## config.mk

```make
export PLATFORM = sky130hd
export DESIGN_NAME = spi_cmd_ctrl
export DESIGN_NICKNAME = d
export VERILOG_FILES = /design/src/rtl/spi_cmd_ctrl.sv
export SDC_FILE = /design/constraint.sdc
export NUM_CORES = 1
export LEC_CHECK = 0
export BUFFER_PORTS_ARGS = -buffer_cell sky130_fd_sc_hd__buf_2
export CAP_MARGIN = 20
export CORE_AREA = 2 2 89 91
export CTS_BUF_LIST = sky130_fd_sc_hd__clkbuf_8
export DETAILED_ROUTE_END_ITERATION = 6
export DIE_AREA = 0 0 91 93
export PLACE_DENSITY = 0.82
export SKIP_CTS_REPAIR_TIMING = 1
export SYNTH_ARGS = -nofsm -noshare
export SYNTH_HDL_FRONTEND = slang
export SYNTH_SLANG_ARGS = --single-unit
```

## constraint.sdc

```tcl
create_clock -name clk -period 5.4 [get_ports clk]
set_input_delay 0.27 -clock clk [delete_from_list [all_inputs] [get_ports clk]]
set_output_delay 0.27 -clock clk [all_outputs]
set_load 0.1 [all_outputs]
```

## src/rtl/spi_cmd_ctrl.sv

```systemverilog
// spi_cmd_ctrl
// Turns a stream of SPI words into register-bus transactions. The first word
// of a frame is a command (bit DATA_W-1 = read, bit DATA_W-2 = auto-increment,
// low ADDR_W bits = start address). Writes take one data word per bus write.
// Reads fetch a bus word, hand it to the shifter through tx_data/tx_load, and
// fetch the next one each time the shifter reports a completed word.
//
// Ports
//   clk, rst           clock (rising edge), asynchronous active-high reset
//   frame_start/end    one-cycle pulses on SS assert / deassert
//   rx_data, rx_valid  received word and its one-cycle strobe
//   tx_data, tx_load   registered word to shift out and its one-cycle strobe
//   bus_req/we/addr/wdata, bus_ack/rdata   register-bus request/completion
//   word_cnt           data words completed in this frame (saturating)
//   overrun            sticky: a word arrived while a bus access was pending
//   busy               state is not IDLE
//   state_dbg          current FSM state encoding
//
// Bus handshake: bus_req rises together with stable bus_we/bus_addr/bus_wdata
// and stays high, with those fields unchanged, until the cycle in which
// bus_ack is seen high; bus_req drops on the following cycle. bus_ack is
// ignored whenever bus_req is low.
module spi_cmd_ctrl #(
  parameter int DATA_W = 32,
  parameter int ADDR_W = 8,
  parameter int CNT_W  = 8
) (
  input  logic              clk,
  input  logic              rst,
  input  logic              frame_start,
  input  logic              frame_end,
  input  logic [DATA_W-1:0] rx_data,
  input  logic              rx_valid,
  output logic [DATA_W-1:0] tx_data,
  output logic              tx_load,
  output logic              bus_req,
  output logic              bus_we,
  output logic [ADDR_W-1:0] bus_addr,
  output logic [DATA_W-1:0] bus_wdata,
  input  logic              bus_ack,
  input  logic [DATA_W-1:0] bus_rdata,
  output logic [CNT_W-1:0]  word_cnt,
  output logic              overrun,
  output logic              busy,
  output logic [2:0]        state_dbg
);

  typedef enum logic [2:0] {
    IDLE    = 3'd0,
    CMD     = 3'd1,
    DATA    = 3'd2,
    WR_BUS  = 3'd3,
    RD_BUS  = 3'd4,
    RD_WAIT = 3'd5
  } state_t;

  state_t state, state_d;

  logic rnw;
  logic incr;
  logic pend_end;

  // Control strobes decoded together with the next state so the datapath
  // register block cannot disagree with the transition taken.
  logic start_frame;
  logic cmd_take;
  logic data_take;
  logic rd_issue;
  logic bus_done;
  logic set_pend;
  logic set_ovr;

  always_comb begin
    state_d     = state;
    start_frame = 1'b0;
    cmd_take    = 1'b0;
    data_take   = 1'b0;
    rd_issue    = 1'b0;
    bus_done    = 1'b0;
    set_pend    = 1'b0;
    set_ovr     = 1'b0;
    case (state)
      IDLE: begin
        if (frame_start) begin
          start_frame = 1'b1;
          state_d     = CMD;
        end
      end
      CMD: begin
        // A command that arrives together with frame_end is dropped.
        if (frame_end) begin
          state_d = IDLE;
        end else if (rx_valid) begin
          cmd_take = 1'b1;
          state_d  = rx_data[DATA_W-1] ? RD_BUS : DATA;
        end
      end
      DATA: begin
        // A data word arriving with frame_end is still written; the end is
        // remembered and honoured once the write completes.
        if (rx_valid) begin
          data_take = 1'b1;
          set_pend  = frame_end;
          state_d   = WR_BUS;
        end else if (frame_end) begin
          state_d = IDLE;
        end
      end
      WR_BUS, RD_BUS: begin
        set_pend = frame_end;
        set_ovr  = rx_valid;
        if (bus_ack) begin
          bus_done = 1'b1;
          if (pend_end || frame_end) begin
            state_d = IDLE;
          end else begin
            state_d = rnw ? RD_WAIT : DATA;
          end
        end
      end
      RD_WAIT: begin
        if (frame_end) begin
          state_d = IDLE;
        end else if (rx_valid) begin
          rd_issue = 1'b1;
          state_d  = RD_BUS;
        end
      end
      default: state_d = IDLE;
    endcase
  end

  always_ff @(posedge clk or posedge rst) begin
    if (rst) begin
      state <= IDLE;
    end else begin
      state <= state_d;
    end
  end

  always_ff @(posedge clk or posedge rst) begin
    if (rst) begin
      tx_data   <= '0;
      tx_load   <= 1'b0;
      bus_req   <= 1'b0;
      bus_we    <= 1'b0;
      bus_addr  <= '0;
      bus_wdata <= '0;
      word_cnt  <= '0;
      overrun   <= 1'b0;
      rnw       <= 1'b0;
      incr      <= 1'b0;
      pend_end  <= 1'b0;
    end else begin
      tx_load <= 1'b0;

      if (start_frame) begin
        word_cnt <= '0;
        overrun  <= 1'b0;
        pend_end <= 1'b0;
      end

      if (cmd_take) begin
        rnw      <= rx_data[DATA_W-1];
        incr     <= rx_data[DATA_W-2];
        bus_addr <= rx_data[ADDR_W-1:0];
        if (rx_data[DATA_W-1]) begin
          bus_req <= 1'b1;
          bus_we  <= 1'b0;
        end
      end

      if (data_take) begin
        bus_wdata <= rx_data;
        bus_req   <= 1'b1;
        bus_we    <= 1'b1;
      end

      // In RD_WAIT the incoming word is only a "shifted out" marker.
      if (rd_issue) begin
        bus_req <= 1'b1;
        bus_we  <= 1'b0;
      end

      if (set_pend) begin
        pend_end <= 1'b1;
      end

      if (set_ovr) begin
        overrun <= 1'b1;
      end

      if (bus_done) begin
        bus_req  <= 1'b0;
        bus_addr <= bus_addr + ADDR_W'(incr);
        if (word_cnt != {CNT_W{1'b1}}) begin
          word_cnt <= word_cnt + CNT_W'(1);
        end
        if (state == RD_BUS) begin
          tx_data <= bus_rdata;
          tx_load <= 1'b1;
        end
      end
    end
  end

  assign busy      = (state != IDLE);
  assign state_dbg = state;

endmodule

```

# [After elaboration in Yosys (flattened, before gate mapping)]
# Cells that the tools add are included.
# Widths: inputs -> output; s select.
[totals] inputBits=70 output_inout_bits=88 elab_cells=83 reg_bits=90
[classes] muxes=43 reduce_logical=15 n_eq_ne=11 addsub=2
[op_table] operator="$mux 8" count=5
[op_table] operator="$mux 3" count=11
[op_table] operator="$mux 1" count=25
[op_table] operator="$pmux 3 s5" count=1
[op_table] operator="$ne 3x3->1 const B" count=3
[op_table] operator="$reduce_bool 3->1" count=3
[op_table] operator="$add 8x1->8" count=1
[op_table] operator="$add 8x1->8 const B" count=1
[op_table] operator="$ne 8x8->1 const B" count=1
[op_table] operator="$reduce_bool 4->1" count=2
[op_table] operator="$eq 3x2->1 const B" count=2
[op_table] operator="$eq 3x3->1 const B" count=2
[op_table] operator="$reduce_and 2->1" count=3
[op_table] operator="$reduce_bool 2->1" count=3
[op_table] operator="$reduce_and 5->1" count=1
[op_table] operator="$ne 2x2->1 const B" count=2
[op_table] operator="$eq 3x1->1 const B" count=1
[op_table] operator="$logic_not 3->1" count=1
[op_table] operator="$pmux 1 s2" count=1
[op_table] operator="$reduce_or 2->1" count=1
[op_table] operator="$logic_or 1x1->1" count=1

# [Logic depth before layout (Yosys ltp)]
# Gate-level depths: netlist of the first run.
[logic_depth] ltp_word=7 depth_mapped=7 depth_no_buf=5

# [Worst setup path after synthesis of the first run]
# Ideal clock, no wire load.
[synth_timing] path_kind="reg-to-output" from="register state[0], in the netlist state_dbg[0]" to="output busy" t_required_ps=5130 path_buffers=2 arrival_time_ps=2202 stages_incl_launch_ff=4 setup_slack_ps=2928 cell_sequence="dfrtp_1 buf_4 clkbuf_1 or3_1"
[synth_via] elab_chain_len=1
[synth_lines] item="from (decl)" line="57" rtl="state_t state, state_d;"
[synth_lines] item="from (signal assigned)" line="137" rtl="state <= state_d;"
[synth_lines] item="$reduce_bool 3->1" line="207" rtl="assign busy = (state != IDLE);"
[synth_lines] item="to (decl)" line="44" rtl="output logic busy,"
# No other way between the ends.

# [Worst setup path in the final report of the first run]
[layout_timing] from="register state[0], in the netlist state_dbg[0]" to="register bus_addr[2]"
[layout_via] elab_chain_len=4 elab_cells_between_ends=8 cone_classes="eq/ne: 3; mux: 3; reduce/logical: 2"
[layout_lines] item="$eq 3x3->1 or $eq 3x2->1 (tied branches)" line="82" rtl="case (state)"
[layout_lines] item="$reduce_or 2->1" line="82"
[layout_lines] item="$mux 1" line="82"
[layout_lines] item="$mux 8 or $reduce_bool 2->1 (tied branches)"
[layout_lines] item="to (signal assigned)" line="166" rtl="bus_addr <= rx_data[ADDR_W-1:0];"
[layout_lines] item="to (signal assigned)" line="195" rtl="bus_addr <= bus_addr + ADDR_W'(incr);"
[layout_lines] item="to (decl)" line="38" rtl="output logic [ADDR_W-1:0] bus_addr,"
# Several ways; a longest one is shown, not always the timed one.
# A chain may end at the register's enable or synchronous reset.

==> impl_metrics.ini, run 1 <==
[clock_network]
cts_tree = yes
clk_pin_slew_ps = 100
numCtsBuffers = 9
clk_root_buffer_cell = clkbuf_8
insertion_delay_ps = 350
h-tree-depth = 3
cts.path.max_buffers = 2
numClockSinks = 90

[place]
place.port_buffers = 157
dp_hpwl_um = 6560
gp_congestion = 0.850
pre_cts_ws_ps = 3150

[worst_setup_path]
cp-end-kind = register
cpMaxStageDelayCell = dfrtp_1
startpoint_type = register
timing.rr.end = bus_addr[2]$_DFFE_PP0P_
critPathKind = register to register
r2r_slack_ps = 3120
path_cells = and4bb_1 > buf_4 > a31oi_4 > mux2i_1 > a221o_1
critPathMaxFanout = 35
crit-reg2reg-launch = state_dbg[0]$_DFFE_PP0P_
reg2reg_depth = 5
cpPeakStageDelay_ps = 730
crit_arrival_ps = 2520
required_ps = 5640

[detailed_routing]
num_vias = 3026
wl_per_cell_um = 15.8
drtIter0Drc = 129
wirelength_um = 8940
avgViaCountPerCell = 5.34
drc_errors = 0
postRouteAntennaNets = 0
drt_pass1_iterations = 4

[timing]
setup_viol = 0
period_needed_ps = 2280
rsz0062_at_grt = no
finalMaxSlewViolations = 0
setup_ws_ps = 3120
relSlewSlack_pct = 50.6
worst_slew_pin_slew_ps = 741
setup-tns-final_ps = 0
holdWs_ps = 137
fin_crit_sh_pct = 42.1
report.final.hold_viol_count = 0
skew_ps = 6.81
fmax_mhz = 439

[floorplan]
start_util_pct = 52.4
placementRows = 32
pin_count = 158
fp.dieW_um = 91
fp.dieH_um = 93
fp.coreArea_mm2 = 0.00753
die_area_mm2 = 0.00846

[hold_path]
whs_path_depth = 2
hp-class = input port to register
hold_path_end = bus_wdata[26]$_DFFE_PP0P_
worstHoldStart = rx_data[26]

[grt]
grt_pass1_vias = 2974
grt_max_degree = 60
antenna_found_initial = 0
grt_pass1_wl_um = 14000
grt_usage_pct = 20.8
grt_overflow_total = 0

[logic_synthesis]
ys_top_cells_by_count = dfrtp_1, mux2_2, nand2_1
ys_ff_latch = 90
synth.distinct_cells = 47
ys_seq_area_share_pct = 57.1
synth_ff_type = dfrtp_1
async_flop_share_pct = 100
yosysMostFrequentCell = dfrtp_1
yosysTopAreaCell = dfrtp_1
synthCells = 304
syn-num-nets = 377
ys_warn_count = 0
yosysTopAreaCellShare_pct = 57.1
synth_edf_count = 0
syn_avg_cell_area_um2 = 13.0
syn_area_mm2 = 0.00394
synth_area_leaders = dfrtp_1, mux2_2, nand2_1

[cells_and_area]
area_growth_pct = 26.9
fin_util_pct = 66.5
diodes = 0
fillers = 599
fin_nets = 533
drive_gt1_share_pct = 52.7

[status]
status = complete, no violations

[job]
maxCapViolCount = 0
==> sequential cells by signal, summed over array words and instances (netlist names) <==
register	count
bus_addr	8
tx_data	32
overrun	1
state_dbg	3
word_cnt	8
incr	1
bus_wdata	32
bus_we	1
pend_end	1
bus_req	1
rnw	1
tx_load	1
==> logic make-up (layout without fill, tap and decap cells) <==
group	Yosys count	count (layout)	synth area share, %
AO/OA/AOI/OAI	51	51	9.39
XOR/XNOR	1	1	0.222
adder cells (fa/ha/maj)	3	3	0.952
buffers and inverters	23	184	3.05
flip-flops	90	90	57.1
multiplexers	70	70	20.0
AND/OR/NAND/NOR	66	66	9.30
==> worst max path at each step <==
stage                     slack (ps)  depth (start not counted)                 endpoint                     start
after detailed placement        3150                          5  bus_addr[2]$_DFFE_PP0P_  state_dbg[0]$_DFFE_PP0P_
after global placement          3190                          5  bus_addr[7]$_DFFE_PP0P_  state_dbg[0]$_DFFE_PP0P_
final                           3120                          5  bus_addr[2]$_DFFE_PP0P_  state_dbg[0]$_DFFE_PP0P_
after global routing            2990                          5  bus_addr[2]$_DFFE_PP0P_  state_dbg[0]$_DFFE_PP0P_
after CTS                       3120                          5  bus_addr[2]$_DFFE_PP0P_  state_dbg[0]$_DFFE_PP0P_
after floorplan                 2790                          1  bus_addr[0]$_DFFE_PP0P_                       rst
==> worst max-delay path, delay by kind of cell, from the launching register on <==
family | cells | cell delay (ps)
AO/OA/AOI/OAI | 2 | 770
flip-flops | 1 | 730
buffers and inverters | 1 | 270
AND/OR/NAND/NOR | 1 | 250
multiplexers | 1 | 140
==> cell type report <==
type | count | area (um^2) | share of cell area, %
multi-input cells | 191 | 1580 | 31.5
flip-flops and latches | 90 | 2250 | 45.0
repair buffers | 161 | 818 | 16.4
clock inverters | 7 | 78.8 | 1.57
clock buffers | 9 | 124 | 2.48
well taps | 102 | 128 | 2.55
inverters | 7 | 27.5 | 0.550
==> placed cells by master (no fill, tap or decap), drive strengths merged, types with 2 or more instances in the layout <==
master     n
a31oi      6
or4b       2
nand2     18
nor2       6
buf      160
o32ai      2
dfrtp     90
a21oi     10
clkbuf     9
nand3     11
a22o       2
a221o      2
o22ai      3
nand3b     2
mux2i      4
mux2      66
and3       7
a22oi      3
inv        9
and4bb     2
clkinv     3
ha         3
nor3       6
nand2b     2
o21ai      8
a21o       2
and4       2
and2       3
a211oi     2
o211ai     4
o2111ai    2
==> metrics by stage <==
step	std cells	instance area (um^2)
2_1_floorplan	304	3940
3_3_place_gp	550	4790
3_5_place_dp	550	4790
4_1_cts	566	4990
5_1_grt	567	5000
6_report	567	5000
==> layer usage <==
metal | routed length, um | GRT usage (%)
met5 | 0 | 0
met4 | 216 | 8.84
met3 | 538 | 4.03
met2 | 4480 | 34.9
met1 | 3710 | 26.5
Power of run 1 is not shown: default switching activity piles up to over one toggle a cycle in this logic, so the estimate is an artifact.
==> run 2, diff against run 1 <==
--- a/config.mk
+++ b/config.mk
@@ -7,11 +7,11 @@
 export LEC_CHECK = 0
 export BUFFER_PORTS_ARGS = -buffer_cell sky130_fd_sc_hd__buf_2
 export CAP_MARGIN = 20
-export CORE_AREA = 2 2 89 91
+export CORE_AREA = 2 2 97 99
 export CTS_BUF_LIST = sky130_fd_sc_hd__clkbuf_8
 export DETAILED_ROUTE_END_ITERATION = 6
-export DIE_AREA = 0 0 91 93
-export PLACE_DENSITY = 0.82
+export DIE_AREA = 0 0 99 101
+export PLACE_DENSITY = 0.73
 export SKIP_CTS_REPAIR_TIMING = 1
 export SYNTH_ARGS = -nofsm -noshare
 export SYNTH_HDL_FRONTEND = slang
==> constraint.sdc (replaced) <==
create_clock -name clk -period 2 [get_ports clk]
set_input_delay 0.1 -clock clk [delete_from_list [all_inputs] [get_ports clk]]
set_output_delay 0.1 -clock clk [all_outputs]
set_load 0.1 [all_outputs]
==> run 2 against run 1 <==
  * Global-route usage down 2.7 points
  * Design area up 14%
  * Sequential share of layout area down 5.5 points
  * Flip-flop and latch count unchanged
  * Non-clock buffer count up 68
  * Critical path type unchanged
==> impl_metrics.ini, run 2 (synthesis results as in run 1) <==
[floorplan]
pin_count = 158
start_util_pct = 43.9
fp.coreArea_mm2 = 0.00898
placementRows = 35
fp.dieH_um = 101
die_area_mm2 = 0.0100
fp.dieW_um = 99

[place]
pre_cts_ws_ps = 211
place_inst = 568
place.port_buffers = 157
dp_hpwl_um = 6660
gp_congestion = 0.848

[clock_network]
numClockSinks = 90
cts_tree = yes
clk_pin_slew_ps = 90
insertion_delay_ps = 360
numCtsBuffers = 9
cts.path.max_buffers = 2
clk_root_buffer_cell = clkbuf_8
h-tree-depth = 3

[hold_path]
whs_path_depth = 3
hold_path_end = bus_addr[3]$_DFFE_PP0P_
hp-class = input port to register
worstHoldStart = rx_data[3]

[worst_setup_path]
r2r_slack_ps = 220
critPathKind = register to register
required_ps = 2240
timing.rr.end = bus_addr[2]$_DFFE_PP0P_
crit_arrival_ps = 2020
startpoint_type = register
reg2reg_depth = 5
cp-end-kind = register
crit-reg2reg-launch = state_dbg[1]$_DFFE_PP0P_
critPathMaxFanout = 14

[timing]
fmax_mhz = 561
skew_ps = 17.5
period_needed_ps = 1780
worst_slew_pin_slew_ps = 630
report.final.hold_viol_count = 0
finalMaxSlewViolations = 0
fin_crit_sh_pct = 89.1
setup_ws_ps = 218
setup_viol = 0
relSlewSlack_pct = 58.0
rsz0062_at_grt = no

[cells_and_area]
drive_gt1_share_pct = 49.2
fin_util_pct = 63.8
diodes = 0
area_growth_pct = 45.3
final_cells = 644
layout_commonest_cell = buf_2
layout_common_cells = buf_2, dfrtp_1, mux2_2
fin_nets = 601
reg.largest.list = bus_wdata (32), tx_data (32)

[grt]
grt_usage_pct = 18.0
grt_pass1_vias = 3081
grt_pass1_wl_um = 14500
grt_overflow_total = 0
antenna_found_initial = 0
grt_max_degree = 51

[detailed_routing]
wirelength_um = 10100
postRouteAntennaNets = 0
avgViaCountPerCell = 5.18
drt_pass1_iterations = 4
wl_per_cell_um = 15.7
num_vias = 3334
drtIter0Drc = 119
drc_errors = 0

[job]
maxCapViolCount = 0

[status]
status = complete, no violations
-- run 2: cell types whose count changed in the layout (fill, tap and decap cells not counted), sizes merged --
| cell | delta |
|---|---|
| dlygate4sd3 | +59 |
| buf | +9 |
-- run 2: critical path, cell delays in order, from the launching register on --
cell and delay [ps]:
dfrtp_2 500, and4bb_1 360, nor2b_1 270, buf_4 180, mux2i_1 70, a221o_1 300
-- run 2: cell type report --
class / count / area (um^2)
clock buffer: 9 / 124
fill: 694 / 3250
clock inverter: 7 / 95.1
inverter: 7 / 30.0
multi-input combinational: 191 / 1580
sequential: 90 / 2260
timing repair buffer: 229 / 1500
tap: 111 / 139
-- run 2: worst max path at each step --
stage | from | cells after the start | end | slack (ps)
6_report | state_dbg[1]$_DFFE_PP0P_ | 5 | bus_addr[2]$_DFFE_PP0P_ | 220
5_1_grt | state_dbg[1]$_DFFE_PP0P_ | 5 | word_cnt[0]$_DFF_PP0_ | 70
4_1_cts | state_dbg[0]$_DFFE_PP0P_ | 3 | busy | 210
3_5_place_dp | state_dbg[1]$_DFFE_PP0P_ | 5 | word_cnt[4]$_DFF_PP0_ | 210
3_3_place_gp | state_dbg[1]$_DFFE_PP0P_ | 4 | word_cnt[7]$_DFF_PP0_ | 270
2_1_floorplan | state_dbg[0]$_DFFE_PP0P_ | 6 | bus_addr[7]$_DFFE_PP0P_ | -40
-- run 2: per-layer routing --
metal,up-vias,GRT usage [%],part of all wire (%)
met4,0,7.48,2.1
met2,136,28.8,52
met3,19,4.65,5.9
li1,1566,-,-
met1,1613,23.5,40
met5,-,0,0
-- run 2: per-stage QoR --
stage | hold WS [ps] | instance area, um^2 | TNS, ps
after floorplan | 205 | 3970 | -40.1
after global placement | 271 | 4910 | 0
after detailed placement | 286 | 4910 | 0
after CTS | -121 | 5130 | 0
after global routing | 0.779 | 5730 | 0
final | 3.21 | 5730 | 0
Power of run 2 is left out for the same reason.
==> run 3, diff against run 2 <==
--- a/config.mk
+++ b/config.mk
@@ -7,11 +7,14 @@
 export LEC_CHECK = 0
 export BUFFER_PORTS_ARGS = -buffer_cell sky130_fd_sc_hd__buf_2
 export CAP_MARGIN = 20
-export CORE_AREA = 2 2 97 99
+export CELL_PAD_IN_SITES_DETAIL_PLACEMENT = 0
+export CELL_PAD_IN_SITES_GLOBAL_PLACEMENT = 1
+export CORE_AREA = 2 2 110 112
 export CTS_BUF_LIST = sky130_fd_sc_hd__clkbuf_8
 export DETAILED_ROUTE_END_ITERATION = 6
-export DIE_AREA = 0 0 99 101
+export DIE_AREA = 0 0 112 114
 export PLACE_DENSITY = 0.73
+export RECOVER_POWER = 100
 export SKIP_CTS_REPAIR_TIMING = 1
 export SYNTH_ARGS = -nofsm -noshare
 export SYNTH_HDL_FRONTEND = slang
==> run 3 against run 2 <==
  * Design area fell by 0.44%
  * Fmax fell by 2.4%
  * Clock skew fell by 11 ps
  * Hold slack improved by 36 ps
  * Highest routed layer unchanged
==> impl_metrics.ini, run 3 (synthesis results as in run 1) <==
[status]
status = complete, no violations

[floorplan]
die_area_mm2 = 0.0128
fp.dieH_um = 114
fp.dieW_um = 112
fp.coreArea_mm2 = 0.0117
placementRows = 40
pin_count = 158
start_util_pct = 33.7

[clock_network]
clk_root_buffer_cell = clkbuf_8
cts.path.max_buffers = 2
insertion_delay_ps = 350
clk_pin_slew_ps = 90
h-tree-depth = 3
cts_tree = yes
numClockSinks = 90
numCtsBuffers = 9

[detailed_routing]
num_vias = 3344
wl_per_cell_um = 14.8
avgViaCountPerCell = 4.88
drtIter0Drc = 134
drc_errors = 0
drt_pass1_iterations = 4
wirelength_um = 10100
postRouteAntennaNets = 0

[grt]
grt_overflow_total = 0
grt_max_degree = 84
grt_pass1_vias = 3022
grt_usage_pct = 14.6
antenna_found_initial = 0
grt_pass1_wl_um = 14800

[cells_and_area]
fillers = 1100
drive_gt1_share_pct = 34.8
fin_nets = 606
multi_input_area_mm2 = 0.00158
final_cells = 685
layout_commonest_cell = dfrtp_1
diodes = 0
area_growth_pct = 44.6
final-seq-area_mm2 = 0.00226
layout_common_cells = dfrtp_1, clkbuf_1, buf_2
reg.largest.list = bus_wdata (32), tx_data (32)

[hold_path]
whs_path_depth = 3
hp-class = input port to register
worstHoldStart = rx_data[31]
hold_path_end = rnw$_DFFE_PP0P_

[worst_setup_path]
timing.rr.end = tx_data[0]$_DFFE_PP0P_
crit-reg2reg-launch = state_dbg[0]$_DFFE_PP0P_
startpoint_type = register
r2r_slack_ps = 180
reg2reg_depth = 3
required_ps = 2240
critPathMaxFanout = 33
critPathKind = register to register
cp-end-kind = register
crit_arrival_ps = 2060

[timing]
skew_ps = 6.18
relSlewSlack_pct = 18.4
fin_crit_sh_pct = 91.2
rsz0062_at_grt = no
report.final.hold_viol_count = 0
finalMaxSlewViolations = 0
fmax_mhz = 548
setup_viol = 0
worst_slew_pin_slew_ps = 1230
setup_ws_ps = 175
period_needed_ps = 1820

[place]
place_inst = 605
dp_hpwl_um = 6710
gp_congestion = 0.819
place.port_buffers = 157
pre_cts_ws_ps = 227

[job]
maxCapViolCount = 0
## run 3: final cells by class
class,count,share of cell area [%]
sequential,90,39.6
multi-input combinational,191,27.6
timing repair buffer,234,25.2
tap,147,3.23
clock buffer,13,3.14
clock inverter,3,0.658
inverter,7,0.483
## run 3: through the flow
stage	setup TNS, ps	util (%)	area (um^2)	hold WS (ps)
floorplan	-40.1	-	3970	205
global route	0	48.7	5700	23.7
finish	0	48.7	5700	39.2
CTS	0	44.2	5180	-367
detailed placement	0	42.4	4960	38.0
global placement	0	42.4	4960	35.4
## run 3: how the worst max path moves through the flow
stage	startpoint	to	cells past startpoint
CTS	state_dbg[0]$_DFFE_PP0P_	busy	3
floorplan	state_dbg[0]$_DFFE_PP0P_	bus_addr[7]$_DFFE_PP0P_	6
global route	state_dbg[2]$_DFFE_PP0P_	word_cnt[3]$_DFF_PP0_	5
finish	state_dbg[0]$_DFFE_PP0P_	tx_data[0]$_DFFE_PP0P_	3
global placement	state_dbg[0]$_DFFE_PP0P_	tx_data[14]$_DFFE_PP0P_	3
detailed placement	state_dbg[0]$_DFFE_PP0P_	tx_data[12]$_DFFE_PP0P_	3
## run 3: metal layers
| layer | GRT usage (%) | wire length [um] |
|---|---|---|
| met5 | 0 | 0 |
| met4 | 6.26 | 136 |
| met3 | 3.61 | 577 |
| met2 | 22.6 | 5030 |
| met1 | 19.5 | 4370 |
## run 3: critical path, cell delays in order, from the launching register on
cell	delay, ps
dfrtp_1	460
and4bb_1	430
buf_4	420
mux2_2	390
Power of run 3 is left out for the same reason.
